## src/rtl/mult_pkg.sv

```systemverilog
// Shared types and sizing for the sequential shift-and-add multiplier.
package mult_pkg;
  localparam int DEF_WIDTH = 32;
  localparam int CNT_W     = $clog2(DEF_WIDTH);

  typedef enum logic [1:0] {IDLE, RUN, NEG} state_e;

  // Iteration-counter width for a given operand width (never zero bits).
  function automatic int cnt_w(input int w);
    return (w > 1) ? $clog2(w) : 1;
  endfunction
endpackage

```

## src/rtl/mul_add32.sv

```systemverilog
// Ripple-carry adder with carry out; accumulate datapath of mult_seq.
module mul_add32 #(
  parameter int WIDTH = 32
) (
  input  logic [WIDTH-1:0] a,
  input  logic [WIDTH-1:0] b,
  output logic [WIDTH-1:0] sum,
  output logic             cout
);
  logic [WIDTH:0] c;

  assign c[0] = 1'b0;

  for (genvar gi = 0; gi < WIDTH; gi++) begin : g_fa
    assign sum[gi]  = a[gi] ^ b[gi] ^ c[gi];
    assign c[gi+1]  = (a[gi] & b[gi]) | (c[gi] & (a[gi] ^ b[gi]));
  end

  assign cout = c[WIDTH];
endmodule

```

## src/rtl/mult_seq.sv

```systemverilog
// Sequential shift-and-add multiplier, one multiplier bit per clock.
// MULT_SEQ_SIGNED_EN adds signed_op and a one-edge NEG fix-up state.
module mult_seq
  import mult_pkg::*;
#(
  parameter int WIDTH = DEF_WIDTH
) (
  input  logic               clk,
  input  logic               rst_n,
  input  logic               start,
  input  logic [WIDTH-1:0]   a,
  input  logic [WIDTH-1:0]   b,
`ifdef MULT_SEQ_SIGNED_EN
  input  logic               signed_op,
`endif
  output logic               busy,
  output logic               done,
  output logic [2*WIDTH-1:0] product
);
  localparam int CW = cnt_w(WIDTH);
  localparam logic [CW-1:0] CNT_LAST = CW'(WIDTH - 1);

  state_e             state;
  logic [WIDTH-1:0]   mcand;
  logic [2*WIDTH-1:0] p;
  logic [CW-1:0]      cnt;
  logic [WIDTH-1:0]   a_mag, b_mag;
  logic [WIDTH-1:0]   add_b, sum;
  logic               cout;
  logic [2*WIDTH-1:0] p_next;

`ifdef MULT_SEQ_SIGNED_EN
  logic sgn, neg;
  // -2^(W-1) negates to itself, which reads correctly as an unsigned magnitude.
  assign a_mag = (signed_op && a[WIDTH-1]) ? (~a + 1'b1) : a;
  assign b_mag = (signed_op && b[WIDTH-1]) ? (~b + 1'b1) : b;
`else
  assign a_mag = a;
  assign b_mag = b;
`endif

  assign add_b = p[0] ? mcand : '0;

  mul_add32 #(.WIDTH(WIDTH)) u_add (
    .a    (p[2*WIDTH-1:WIDTH]),
    .b    (add_b),
    .sum  (sum),
    .cout (cout)
  );

  // Carry becomes the new top bit, so the 2W-bit result is always exact.
  assign p_next = {cout, sum, p[WIDTH-1:1]};

  always_ff @(posedge clk or negedge rst_n) begin
    if (!rst_n) begin
      state   <= IDLE;
      busy    <= 1'b0;
      done    <= 1'b0;
      product <= '0;
      mcand   <= '0;
      p       <= '0;
      cnt     <= '0;
`ifdef MULT_SEQ_SIGNED_EN
      sgn     <= 1'b0;
      neg     <= 1'b0;
`endif
    end else begin
      done <= 1'b0;
      case (state)
        IDLE: if (start) begin
          mcand <= a_mag;
          p     <= {{WIDTH{1'b0}}, b_mag};
          cnt   <= '0;
          busy  <= 1'b1;
          state <= RUN;
`ifdef MULT_SEQ_SIGNED_EN
          sgn   <= signed_op;
          neg   <= signed_op & (a[WIDTH-1] ^ b[WIDTH-1]);
`endif
        end
        RUN: begin
          p   <= p_next;
          cnt <= cnt + 1'b1;
          if (cnt == CNT_LAST) begin
`ifdef MULT_SEQ_SIGNED_EN
            if (sgn) begin
              state <= NEG;
            end else begin
              product <= p_next;
              done    <= 1'b1;
              busy    <= 1'b0;
              state   <= IDLE;
            end
`else
            product <= p_next;
            done    <= 1'b1;
            busy    <= 1'b0;
            state   <= IDLE;
`endif
          end
        end
`ifdef MULT_SEQ_SIGNED_EN
        NEG: begin
          product <= neg ? (~p + 1'b1) : p;
          done    <= 1'b1;
          busy    <= 1'b0;
          state   <= IDLE;
        end
`endif
        default: state <= IDLE;
      endcase
    end
  end
endmodule

```

## config.mk

```make
export PLATFORM = sky130hd
export DESIGN_NAME = mult_seq
export DESIGN_NICKNAME = d
export VERILOG_FILES = /design/src/rtl/mult_pkg.sv /design/src/rtl/mul_add32.sv /design/src/rtl/mult_seq.sv
export SDC_FILE = /design/constraint.sdc
export NUM_CORES = 1
export LEC_CHECK = 0
export ABC_AREA = 1
export CORE_ASPECT_RATIO = 0.8
export CORE_MARGIN = 4
export CORE_UTILIZATION = 55
export CTS_BUF_LIST = sky130_fd_sc_hd__clkbuf_8
export DETAILED_ROUTE_END_ITERATION = 8
export PLACE_DENSITY = 0.91
export SLEW_MARGIN = 20
export SYNTH_ARGS = -nofsm -noshare
export SYNTH_HDL_FRONTEND = slang
export SYNTH_SLANG_ARGS = --single-unit
```

## constraint.sdc

```tcl
create_clock -name clk -period 20.1 [get_ports clk]
set_input_delay 4.02 -clock clk [delete_from_list [all_inputs] [get_ports clk]]
set_output_delay 4.02 -clock clk [all_outputs]
set_load 0.02 [all_outputs]
```

==> results.rst, run 1 <==
.. list-table::
   :header-rows: 1

   * - Metric
     - Value
   * - Required time at the endpoint of the critical path
     - 20.39 ns
   * - RSZ-0062 raised after global routing
     - false
   * - Critical R2R Capture
     - p[62]
   * - Reported leakage power
     - 4.25 nW
   * - Crit path DAT
     - 14.38 ns
   * - Setup violation total in the final timing report
     - 0
   * - Layout Nets
     - 978
   * - Total number of clock tree sinks
     - 167
   * - Number of design-rule violations left by the first detailed-router iteration
     - 331
   * - Inserted Clock Buffers
     - 17
   * - Number of levels the H-tree was split into
     - 4
   * - Number of warnings issued by yosys
     - 0
   * - Count of buffers added by post-CTS timing repair for setup
     - 0
   * - Clock-pin slew reported for the worst setup and hold paths after clock tree synthesis
     - 0.09 ns
   * - Placed cell count
     - 1029
   * - Fraction of layout instances using a drive strength above 1
     - 0.0461
   * - Setup slack of the critical path after layout
     - 6.01 ns
   * - Ratio of final minimum period to clock period
     - 0.701
   * - Crit path capture type
     - register
   * - Cell Pwr Density
     - 160 nW/µm²
   * - Minimum hold slack
     - 0.486 ns
   * - Worst setup slack before clock tree synthesis
     - 6.03 ns
   * - Vias after detailed routing
     - 5600
   * - Overall routed net length
     - 16.6 mm
   * - Top post-synthesis cells by area
     - dfrtp_1 (58%), nand2_1 (19%), fa_1 (8.7%), o22ai_1 (2.5%), nand3_1 (2.3%)
   * - HPWL Detailed
     - 10.7 mm
   * - Hold Fails Final Rpt
     - 0
   * - Maximum fanout encountered on the critical timing path
     - 33
   * - Setup crit start
     - p[0]
   * - Buffer type at the clock tree root
     - clkbuf_8
   * - Post-synthesis sequential element count
     - 167
   * - Number of cell instances on the worst register-to-register path
     - 41
   * - Count of different cell masters after synthesis
     - 17
   * - Global route total overflow
     - 0
   * - Chip Height
     - 110 µm
   * - Die Wd
     - 135 µm
   * - Worst Tran Pin Value
     - 1.07 ns
   * - Most frequent CP cell
     - fa_1
   * - Detailed-routing iteration count for the pre-antenna-repair pass
     - 5
   * - Inserted Diodes
     - 0
   * - Number of cells on the critical path
     - 41
   * - Number of cells produced by synthesis
     - 762
   * - Routed vias/inst
     - 5.28
   * - Critical Path Max Stage Delay
     - 0.49 ns
   * - Critical path destination
     - p[62]
   * - Sort of element at the start of the critical path
     - register
   * - Final worst clock skew
     - 0.0216 ns
   * - Yosys top cell area share
     - 0.585
   * - Total of cells resized after clock tree synthesis
     - 0
   * - Kind of cell with the highest combined delay on the critical path
     - adder cells
   * - Vias in the first global route
     - 5643
   * - VDD IR-drop max
     - 0.0825 mV
   * - Routed wire per std cell
     - 15.7 µm
   * - Combined flip-flop and latch cell area
     - 4180 µm²
   * - Buffer and inverter count on the worst path
     - 7
   * - Global-route wire length before repair
     - 27.7 mm
   * - I/O pin count
     - 133
   * - Buffers on Ports
     - 132
   * - Average footprint of a synthesized cell
     - 9.38 µm²
   * - RD Place Congestion
     - 0.811
   * - Filler cell count
     - 901
   * - Die outline area
     - 14900 µm²
   * - Total chip power
     - 1.43 mW
   * - TritonCTS clock tree
     - yes
   * - Cell Count, Final, Fillers Out
     - 1061
   * - Most common cell after layout, fill and taps aside
     - nand2_1
   * - Largest net degree at the start of global routing
     - 98
   * - FMAX
     - 0.0710 GHz
   * - Net count after synthesis
     - 863
   * - Deepest clock path buffer count
     - 2
   * - Max-slew violations
     - 0
   * - Cts-stage hold buffer count
     - 0
   * - Worst Path Class, Setup
     - register to register
   * - Min cycle time layout
     - 14.09 ns
   * - Max-cap violations
     - 0
   * - Flop-to-flop setup slack
     - 6.01 ns
   * - Setup tns final
     - 0 ns
   * - Startpoint of the most critical register-to-register path
     - p[0]
   * - Global-route usage over all layers
     - 0.238
   * - Row count
     - 36
   * - Sequential fraction of the synthesis area
     - 0.585
   * - Result of the run
     - completed
   * - Starting utilization of the core area
     - 0.575
   * - Clock insertion delay at the later pin of the skew report
     - 0.45 ns
   * - Initial antenna violation count
     - 0
   * - Slowest CP cell
     - fa_1
   * - Number of design rule violations left after detail routing
     - 0
   * - Detail Route Antenna Nets
     - 0
   * - Area of the placeable core
     - 12400 µm²
   * - Area of the mapped netlist
     - 7150 µm²
   * - Area delta synth->final
     - 25.4%
   * - Max-slew headroom at the worst pin
     - 0.285
   * - Multi-input gate area
     - 2620 µm²
   * - Biggest area consumer among synthesized cells
     - dfrtp_1
   * - Kind of path behind the tightest hold check
     - register to register
   * - Most frequent cells in the layout
     - nand2_1 (369), dfrtp_1 (167), clkdlybuf4s50_1 (131), inv_1 (44), nand3_1 (33)
flip-flops by register name (all words and copies together), names as in the netlist:
register / count
product: 64
mcand: 32
p: 64
busy: 1
done: 1
cnt: 5
logic make-up after synthesis:
logic type               after synthesis  share of synthesized area
flip-flops                           167                      0.585
AND/OR/NAND/NOR                      407                      0.221
AO/OA/AOI/OAI                         68                     0.0527
buffers and inverters                 86                     0.0502
adder cells (fa/ha/maj)               34                     0.0921
cell type report:
type | count | area share
sequential | 167 | 0.466
multi-input combinational | 509 | 0.292
timing repair buffer | 136 | 0.151
clock buffer | 18 | 0.0276
tap | 171 | 0.0239
clock inverter | 14 | 0.0195
inverter | 46 | 0.0194
cells in the mapped netlist (all sizes together):
| master | instances |
|---|---|
| ha | 3 |
| dfrtp | 167 |
| nand3 | 33 |
| nor2 | 4 |
| clkbuf | 20 |
| inv | 46 |
| nand2 | 370 |
| o22ai | 29 |
| buf | 20 |
| fa | 31 |
| o21ai | 37 |
| a21oi | 2 |
worst min path at each step:
| stage | from | endpoint | slack [ns] | cells after the start |
|---|---|---|---|---|
| finish | mcand[30] | mcand[30] | 0.49 | 2 |
| global route | mcand[10] | mcand[10] | 0.50 | 2 |
| CTS | product[1] | product[1] | 0.49 | 2 |
| detailed placement | product[1] | product[1] | 0.46 | 2 |
| global placement | cnt[4] | cnt[4] | 0.46 | 2 |
| floorplan | cnt[4] | cnt[4] | 0.45 | 2 |
per-stage QoR:
stage,utilization,area [µm²]
2_1_floorplan,-,7150
3_3_place_gp,0.687,8540
3_5_place_dp,0.687,8540
4_1_cts,0.721,8960
5_1_grt,0.721,8960
6_report,0.721,8960
power by group:
group	internal (mW)	leakage, nW	total [mW]	switching, mW
clock network	0.127	0.199	0.255	0.128
registers	0.493	2.11	0.585	0.0915
logic	0.264	1.94	0.593	0.329
worst reg2reg max path: cells and delay by family (launching register included):
family / cells / cell delay (ns)
AOI/OAI and AO/OA: 1 / 0.08
buffers and inverters: 7 / 0.70
and+or+nand+nor: 1 / 0.11
adders and majority gates: 32 / 12.75
DFF: 1 / 0.34
layer usage:
| metal | up-vias | GRT usage | share of wire |
|---|---|---|---|
| met5 | - | 0 | 0 |
| met4 | 0 | 0.0518 | 0.0079 |
| met3 | 17 | 0.0554 | 0.063 |
| met2 | 210 | 0.393 | 0.49 |
| met1 | 2786 | 0.329 | 0.44 |
| li1 | 2587 | - | - |
(Power assumes the default switching activity.)
==> inputs of run 2 (changes only) <==
Settings changed: CORE_UTILIZATION 55 to 54, PLACE_DENSITY 0.91 to 0.9.
Clock period 20.1 ns to 14.1 ns, I/O delays scaled along.
==> results.rst, run 2 (synthesis gave the netlist of run 1 again) <==
.. list-table::
   :header-rows: 1

   * - Metric
     - Value
   * - Kind of path behind the tightest hold check
     - register to register
   * - Cell Pwr Density
     - 230 nW/µm² (+44%)
   * - Min cycle time layout
     - 13.59 ns (-0.500 ns)
   * - Crit path DAT
     - 13.88 ns (-0.50 ns)
   * - Result of the run
     - completed
   * - I/O pin count
     - 133 (unchanged)
   * - Hold Fails Final Rpt
     - 0 (unchanged)
   * - Fraction of power consumed by sequential logic
     - 0.401 (-0.007)
   * - Number of design-rule violations left by the first detailed-router iteration
     - 523 (+58%)
   * - Setup tns final
     - 0 ns (unchanged)
   * - Total number of clock tree sinks
     - 167 (unchanged)
   * - Global-route wire length before repair
     - 27.4 mm (-0.90%)
   * - Maximum fanout encountered on the critical timing path
     - 3 (-91%)
   * - Clock-pin slew reported for the worst setup and hold paths after clock tree synthesis
     - 0.08 ns (about the same)
   * - Final worst clock skew
     - 0.0174 ns (-0.00422 ns)
   * - Filler cell count
     - 963 (+6.9%)
   * - Deepest clock path buffer count
     - 2 (unchanged)
   * - Inserted Diodes
     - 0 (unchanged)
   * - Die Wd
     - 137 µm (+0.87%)
   * - Vias in the first global route
     - 5557 (-1.5%)
   * - VDD IR-drop max
     - 0.129 mV (+57%)
   * - Most common cell after layout, fill and taps aside
     - nand2_1
   * - Crit path capture type
     - register
   * - Buffer type at the clock tree root
     - clkbuf_8
   * - Global-route usage over all layers
     - 0.226 (-0.0117)
   * - TritonCTS clock tree
     - yes
   * - Max-slew violations
     - 0 (unchanged)
   * - Buffers on Ports
     - 132 (unchanged)
   * - Clock network power share
     - 0.185 (+0.007)
   * - Most frequent cells in the layout
     - nand2_1 (368), dfrtp_1 (167), clkdlybuf4s50_1 (131), inv_1 (44), nand3_1 (33)
   * - RSZ-0062 raised after global routing
     - false
   * - Most frequent CP cell
     - fa_1
   * - Critical Path Max Stage Delay
     - 0.51 ns (+0.02 ns)
   * - Largest net degree at the start of global routing
     - 109 (+11%)
   * - Starting utilization of the core area
     - 0.554 (-0.0216)
   * - Minimum hold slack
     - 0.480 ns (-0.00609 ns)
   * - Detailed-routing iteration count for the pre-antenna-repair pass
     - 8 (+3)
   * - FMAX
     - 0.0736 GHz (+3.7%)
   * - Slowest CP cell
     - fa_1
   * - Internal cell power
     - 1.30 mW (+47%)
   * - Area delta synth->final
     - 25.9%
   * - Area of the placeable core
     - 12900 µm² (+3.9%)
   * - Total chip power
     - 2.07 mW (+44%)
   * - RD Place Congestion
     - 0.820 (+1.1%)
   * - Global route total overflow
     - 0 (unchanged)
   * - Top Registers
     - p x64, product x64, mcand x32
   * - Die outline area
     - 15200 µm² (+1.7%)
   * - Number of design rule violations left after detail routing
     - 0 (unchanged)
   * - Overall routed net length
     - 16.2 mm (-2.6%)
   * - Setup violation total in the final timing report
     - 0 (unchanged)
   * - Initial antenna violation count
     - 0 (unchanged)
   * - Max-cap violations
     - 0 (unchanged)
   * - Layout Nets
     - 977 (-0.10%)
   * - Buffer and inverter count on the worst path
     - 6 (-1)
   * - Net Sw Frac
     - 0.371 (-0.0116)
   * - Chip Height
     - 111 µm (+0.85%)
   * - Clock insertion delay at the later pin of the skew report
     - 0.45 ns (about the same)
   * - Number of levels the H-tree was split into
     - 4 (unchanged)
   * - Sort of element at the start of the critical path
     - register
   * - Reported leakage power
     - 4.27 nW (+0.62%)
   * - Row count
     - 37 (+2.8%)
   * - Fraction of layout instances using a drive strength above 1
     - 0.0496 (+0.00354)
   * - Sw Pwr
     - 768 µW (+40%)
   * - Worst Path Class, Setup
     - register to register
   * - Routed vias/inst
     - 5.12 (-3.1%)
   * - Required time at the endpoint of the critical path
     - 14.38 ns (-6.01 ns)
   * - Routed wire per std cell
     - 15.3 µm (-2.7%)
   * - Kind of cell with the highest combined delay on the critical path
     - adder cells
   * - Vias after detailed routing
     - 5434 (-3.0%)
   * - Combinational cell fraction of total power
     - 0.414 (about the same)
   * - Max-slew headroom at the worst pin
     - 0.324 (+0.0391)
   * - HPWL Detailed
     - 10.4 mm (-2.5%)
   * - Worst Tran Pin Value
     - 1.01 ns (-0.0586 ns)
   * - Inserted Clock Buffers
     - 17 (unchanged)
   * - Ratio of final minimum period to clock period
     - 0.964 (+0.263)
   * - Detail Route Antenna Nets
     - 0 (unchanged)
[run 2: stage by stage]
stage	instance area, µm²	std cells	util	worst slack [ns]
after floorplan	7150	762	-	0.551
after global placement	8530	1032	0.661	0.646
after detailed placement	8540	1032	0.661	0.293
after CTS	8990	1062	0.696	0.116
after global routing	9000	1062	0.697	0.0275
final	9000	1062	0.697	0.507
[run 2: power groups by stage]
stage | Combinational, mW | Sequential [mW] | Clock (mW)
after detailed placement | 0.848 | 0.832 | 0
after global routing | 0.955 | 0.853 | 0.412
final | 0.856 | 0.829 | 0.384
after floorplan | 0.443 | 0.898 | 0
after global placement | 0.805 | 0.826 | 0
after CTS | 0.858 | 0.827 | 0.391
[run 2: final cells by class]
type	instances	area, µm²	share of cell area
inverters	46	174	0.0193
flip-flops and latches	167	4180	0.464
repair buffers	135	1350	0.149
multi-input cells	509	2630	0.293
clock buffers	18	248	0.0275
clock inverters	12	203	0.0225
well taps	175	219	0.0243
[run 2: worst paths after layout]
kind	start	to	slack (ns)	depth (start not counted)
setup / recovery	p[0]	product[62]	0.51	40
hold / removal	product[19]	product[19]	0.48	2
setup reg to reg	p[0]	product[62]	0.51	40
hold reg to reg	product[19]	product[19]	0.48	2
max in group asynchronous	rst_n	product[21]	10.35	2
min in group asynchronous	rst_n	product[46]	2.47	1
[run 2: tightest hold or removal path, delay by kind of cell, from the launching register on]
| kind | cells | cell delay (ns) |
|---|---|---|
| and+or+nand+nor | 2 | 0.11 |
| DFF | 1 | 0.34 |
[run 2: layer usage]
metal	vias up	GRT usage	share of wire
met5	-	0	0
met1	2621	0.326	0.45
met3	24	0.0554	0.068
li1	2589	-	-
met2	200	0.348	0.47
met4	0	0.0557	0.015
[run 2: repair_timing]
item | CTS | global route
setup endpoints to repair | 0 | 6
gates resized for setup | 0 | 6
hold buffers | 0 | 0
buffers inserted | 0 | 0
==> inputs of run 3 (changes only) <==
Settings changed: CORE_UTILIZATION 54 to 55, DONT_BUFFER_PORTS from default to 1, PLACE_DENSITY 0.9 to 0.78, RECOVER_POWER from default to 50.
==> results.rst, run 3 (synthesis gave the netlist of run 1 again) <==
.. list-table::
   :header-rows: 1

   * - Metric
     - Value
   * - Die Wd
     - 135 µm (-0.86%)
   * - Worst Path Class, Setup
     - register to register
   * - Hold Path Stages
     - 2 (unchanged)
   * - Global-route usage over all layers
     - 0.223 (-0.00328)
   * - Minimum hold slack
     - 0.482 ns (+0.00269 ns)
   * - Sw Pwr
     - 722 µW (-6.0%)
   * - Vias in the first global route
     - 5216 (-6.1%)
   * - Number of design-rule violations left by the first detailed-router iteration
     - 415 (-21%)
   * - Inserted Clock Buffers
     - 17 (unchanged)
   * - Sort of element at the start of the critical path
     - register
   * - Combinational cell fraction of total power
     - 0.299 (-0.115)
   * - Worst Tran Pin Value
     - 1.59 ns (+0.575 ns)
   * - Area of the placeable core
     - 12400 µm² (-3.7%)
   * - Row count
     - 36 (-2.7%)
   * - Largest net degree at the start of global routing
     - 168 (+54%)
   * - Top Registers
     - p x64, product x64, mcand x32
   * - VDD IR-drop max
     - 0.164 mV (+27%)
   * - Result of the run
     - complete, but fails checks
   * - Max-slew headroom at the worst pin
     - -0.0584 (-0.383)
   * - Startpoint of the most critical register-to-register path
     - p[0]
   * - Initial antenna violation count
     - 0 (unchanged)
   * - Deepest clock path buffer count
     - 2 (unchanged)
   * - Critical Path Max Stage Delay
     - 0.50 ns (about the same)
   * - Clock-pin slew reported for the worst setup and hold paths after clock tree synthesis
     - 0.09 ns (about the same)
   * - Highest metal layer with signal wires
     - met4
   * - Clock insertion delay at the later pin of the skew report
     - 0.45 ns (about the same)
   * - Cts-stage hold buffer count
     - 0 (unchanged)
   * - Global route total overflow
     - 0 (unchanged)
   * - Ratio of final minimum period to clock period
     - 0.967 (+0.00311)
   * - Fraction of power consumed by sequential logic
     - 0.506 (+0.105)
   * - Most common cell after layout, fill and taps aside
     - nand2_1
   * - Flop-to-flop setup slack
     - 0.46 ns (-0.04 ns)
   * - Required time at the endpoint of the critical path
     - 14.39 ns (about the same)
   * - Met3 routed wirelength
     - 1.15 mm (+4.6%)
   * - Buffer type at the clock tree root
     - clkbuf_8
   * - Number of cell instances on the worst register-to-register path
     - 40 (unchanged)
   * - Most frequent cells in the layout
     - nand2_1 (368), dfrtp_1 (167), inv_1 (49), nand3_1 (33)
   * - Total number of clock tree sinks
     - 167 (unchanged)
   * - Setup tns final
     - 0 ns (unchanged)
   * - Worst setup slack before clock tree synthesis
     - 0.335 ns (+0.0414 ns)
   * - TritonCTS clock tree
     - yes
   * - Critical R2R Capture
     - p[62]
   * - Fraction of layout instances using a drive strength above 1
     - 0.0476 (-0.00199)
   * - Routed met1 length
     - 6.82 mm (-5.8%)
   * - Crit path capture type
     - register
   * - Buffer and inverter count on the worst path
     - 6 (unchanged)
   * - Kind of path behind the tightest hold check
     - register to register
   * - Failing checks
     - capacitance limit, slew limit
   * - Kind of cell with the highest combined delay on the critical path
     - adder cells
   * - Final worst clock skew
     - 0.0113 ns (-0.00610 ns)
   * - FMAX
     - 0.0733 GHz (-0.32%)
   * - Inserted Diodes
     - 0 (unchanged)
   * - Starting utilization of the core area
     - 0.575 (+0.0216)
   * - Combined flip-flop and latch cell area
     - 4180 µm² (unchanged)
   * - I/O pin count
     - 133 (unchanged)
   * - Maximum fanout encountered on the critical timing path
     - 3 (unchanged)
   * - Global-route wire length before repair
     - 25.7 mm (-6.2%)
   * - Detail Route Antenna Nets
     - 0 (unchanged)
   * - Chip Height
     - 110 µm (-0.85%)
   * - RD Place Congestion
     - 0.810 (-1.1%)
   * - Overall routed net length
     - 15.5 mm (-4.1%)
   * - Reported leakage power
     - 3.78 nW (-12%)
   * - Buffers on Ports
     - 0 (-100%)
   * - Worst hold endpoint
     - mcand[27]
   * - Setup violation total in the final timing report
     - 0 (unchanged)
   * - Filler cell count
     - 1121 (+16%)
   * - Net Sw Frac
     - 0.388 (+0.0166)
   * - Number of levels the H-tree was split into
     - 4 (unchanged)
   * - Crit path DAT
     - 13.93 ns (+0.05 ns)
   * - Slowest CP cell
     - fa_1
   * - RSZ-0062 raised after global routing
     - false
   * - Hold Fails Final Rpt
     - 0 (unchanged)
   * - Hold_sp
     - mcand[27]
   * - Routed wire per std cell
     - 16.8 µm (+9.9%)
   * - Die outline area
     - 14900 µm² (-1.7%)
   * - Area delta synth->final
     - 6.76%
   * - Number of design rule violations left after detail routing
     - 0 (unchanged)
   * - Routed vias/inst
     - 5.37 (+5.0%)
   * - Min cycle time layout
     - 13.64 ns (+0.0438 ns)
   * - Max-slew violations
     - 40 (+40)
   * - Layout Nets
     - 844 (-14%)
   * - Clock network power share
     - 0.195 (+0.010)
   * - Most frequent CP cell
     - fa_1
   * - Vias after detailed routing
     - 4982 (-8.3%)
   * - Count of buffers added by post-CTS timing repair for setup
     - 0 (unchanged)
   * - Internal cell power
     - 1.14 mW (-12%)
   * - Setup slack of the critical path after layout
     - 0.463 ns (-0.0438 ns)
   * - HPWL Detailed
     - 10.1 mm (-2.9%)
   * - Cell Pwr Density
     - 244 nW/µm² (+6.1%)
   * - Detailed-routing iteration count for the pre-antenna-repair pass
     - 7 (-1)
   * - Met2 wire length
     - 7.29 mm (-4.3%)
   * - Multi-input gate area
     - 2630 µm² (-0.29%)
   * - Max-cap violations
     - 1 (+1)
run 3: cell count changes in the layout (fill, tap and decap cells not counted):
| cell | delta |
|---|---|
| inv_2 | -2 |
| bufinv_16 | -1 |
| clkinvlp_4 | +1 |
| clkbuf_8 | +1 |
| clkdlybuf4s50_1 | -131 |
| inv_1 | +5 |
| clkinv_4 | -4 |
| buf_4 | -1 |
| buf_6 | -1 |
| inv_6 | -1 |
| fa_2 | -3 |
| clkinv_2 | +3 |
| fa_1 | +3 |
run 3: how the worst max path moves through the flow:
stage | from | to | slack [ns] | cells past startpoint
3_3_place_gp | p[0] | product[62] | 0.62 | 40
4_1_cts | p[0] | p[62] | 0.25 | 40
6_report | p[0] | p[62] | 0.46 | 40
5_1_grt | p[0] | product[62] | 0.003 | 40
2_1_floorplan | p[0] | product[62] | 0.55 | 42
3_5_place_dp | p[0] | p[62] | 0.33 | 40
run 3: worst min-delay path: cells and delay by family (launching register included):
| kind | cells | cell delay [ns] |
|---|---|---|
| DFF | 1 | 0.35 |
| and+or+nand+nor | 2 | 0.10 |
run 3: stage by stage:
stage               std cells  total power [mW]   util  area [µm²]
floorplan                 762              1.34      -        7150
global placement          895              1.46  0.579        7200
detailed placement        895              1.51  0.579        7200
CTS                       927              1.88  0.614        7630
global route              927              2.01  0.614        7630
finish                    927              1.86  0.614        7630
run 3: power by group through the flow:
| stage | logic, mW | registers, mW | clock network (mW) |
|---|---|---|---|
| floorplan | 0.443 | 0.898 | 0 |
| global placement | 0.518 | 0.943 | 0 |
| detailed placement | 0.555 | 0.952 | 0 |
| CTS | 0.563 | 0.944 | 0.372 |
| global route | 0.646 | 0.970 | 0.393 |
| finish | 0.556 | 0.942 | 0.363 |
run 3: cell type report:
class                      count  area share
tap                          171      0.0280
clock buffer                  19      0.0343
inverter                      46      0.0228
sequential                   167       0.548
timing repair buffer           2     0.00197
multi-input combinational    509       0.344
clock inverter                13      0.0213
run 3: routing by layer:
metal / GRT usage / up-vias
met5: 0 / -
met4: 0.0820 / 0
met3: 0.0653 / 27
met2: 0.344 / 169
met1: 0.306 / 2459
li1: - / 2327
run 3: what timing repair did:
item                                   in CTS  in global routing
resized for setup                           0                  3
endpoints found under the hold margin       0                  0
setup endpoints to repair                   0                  4
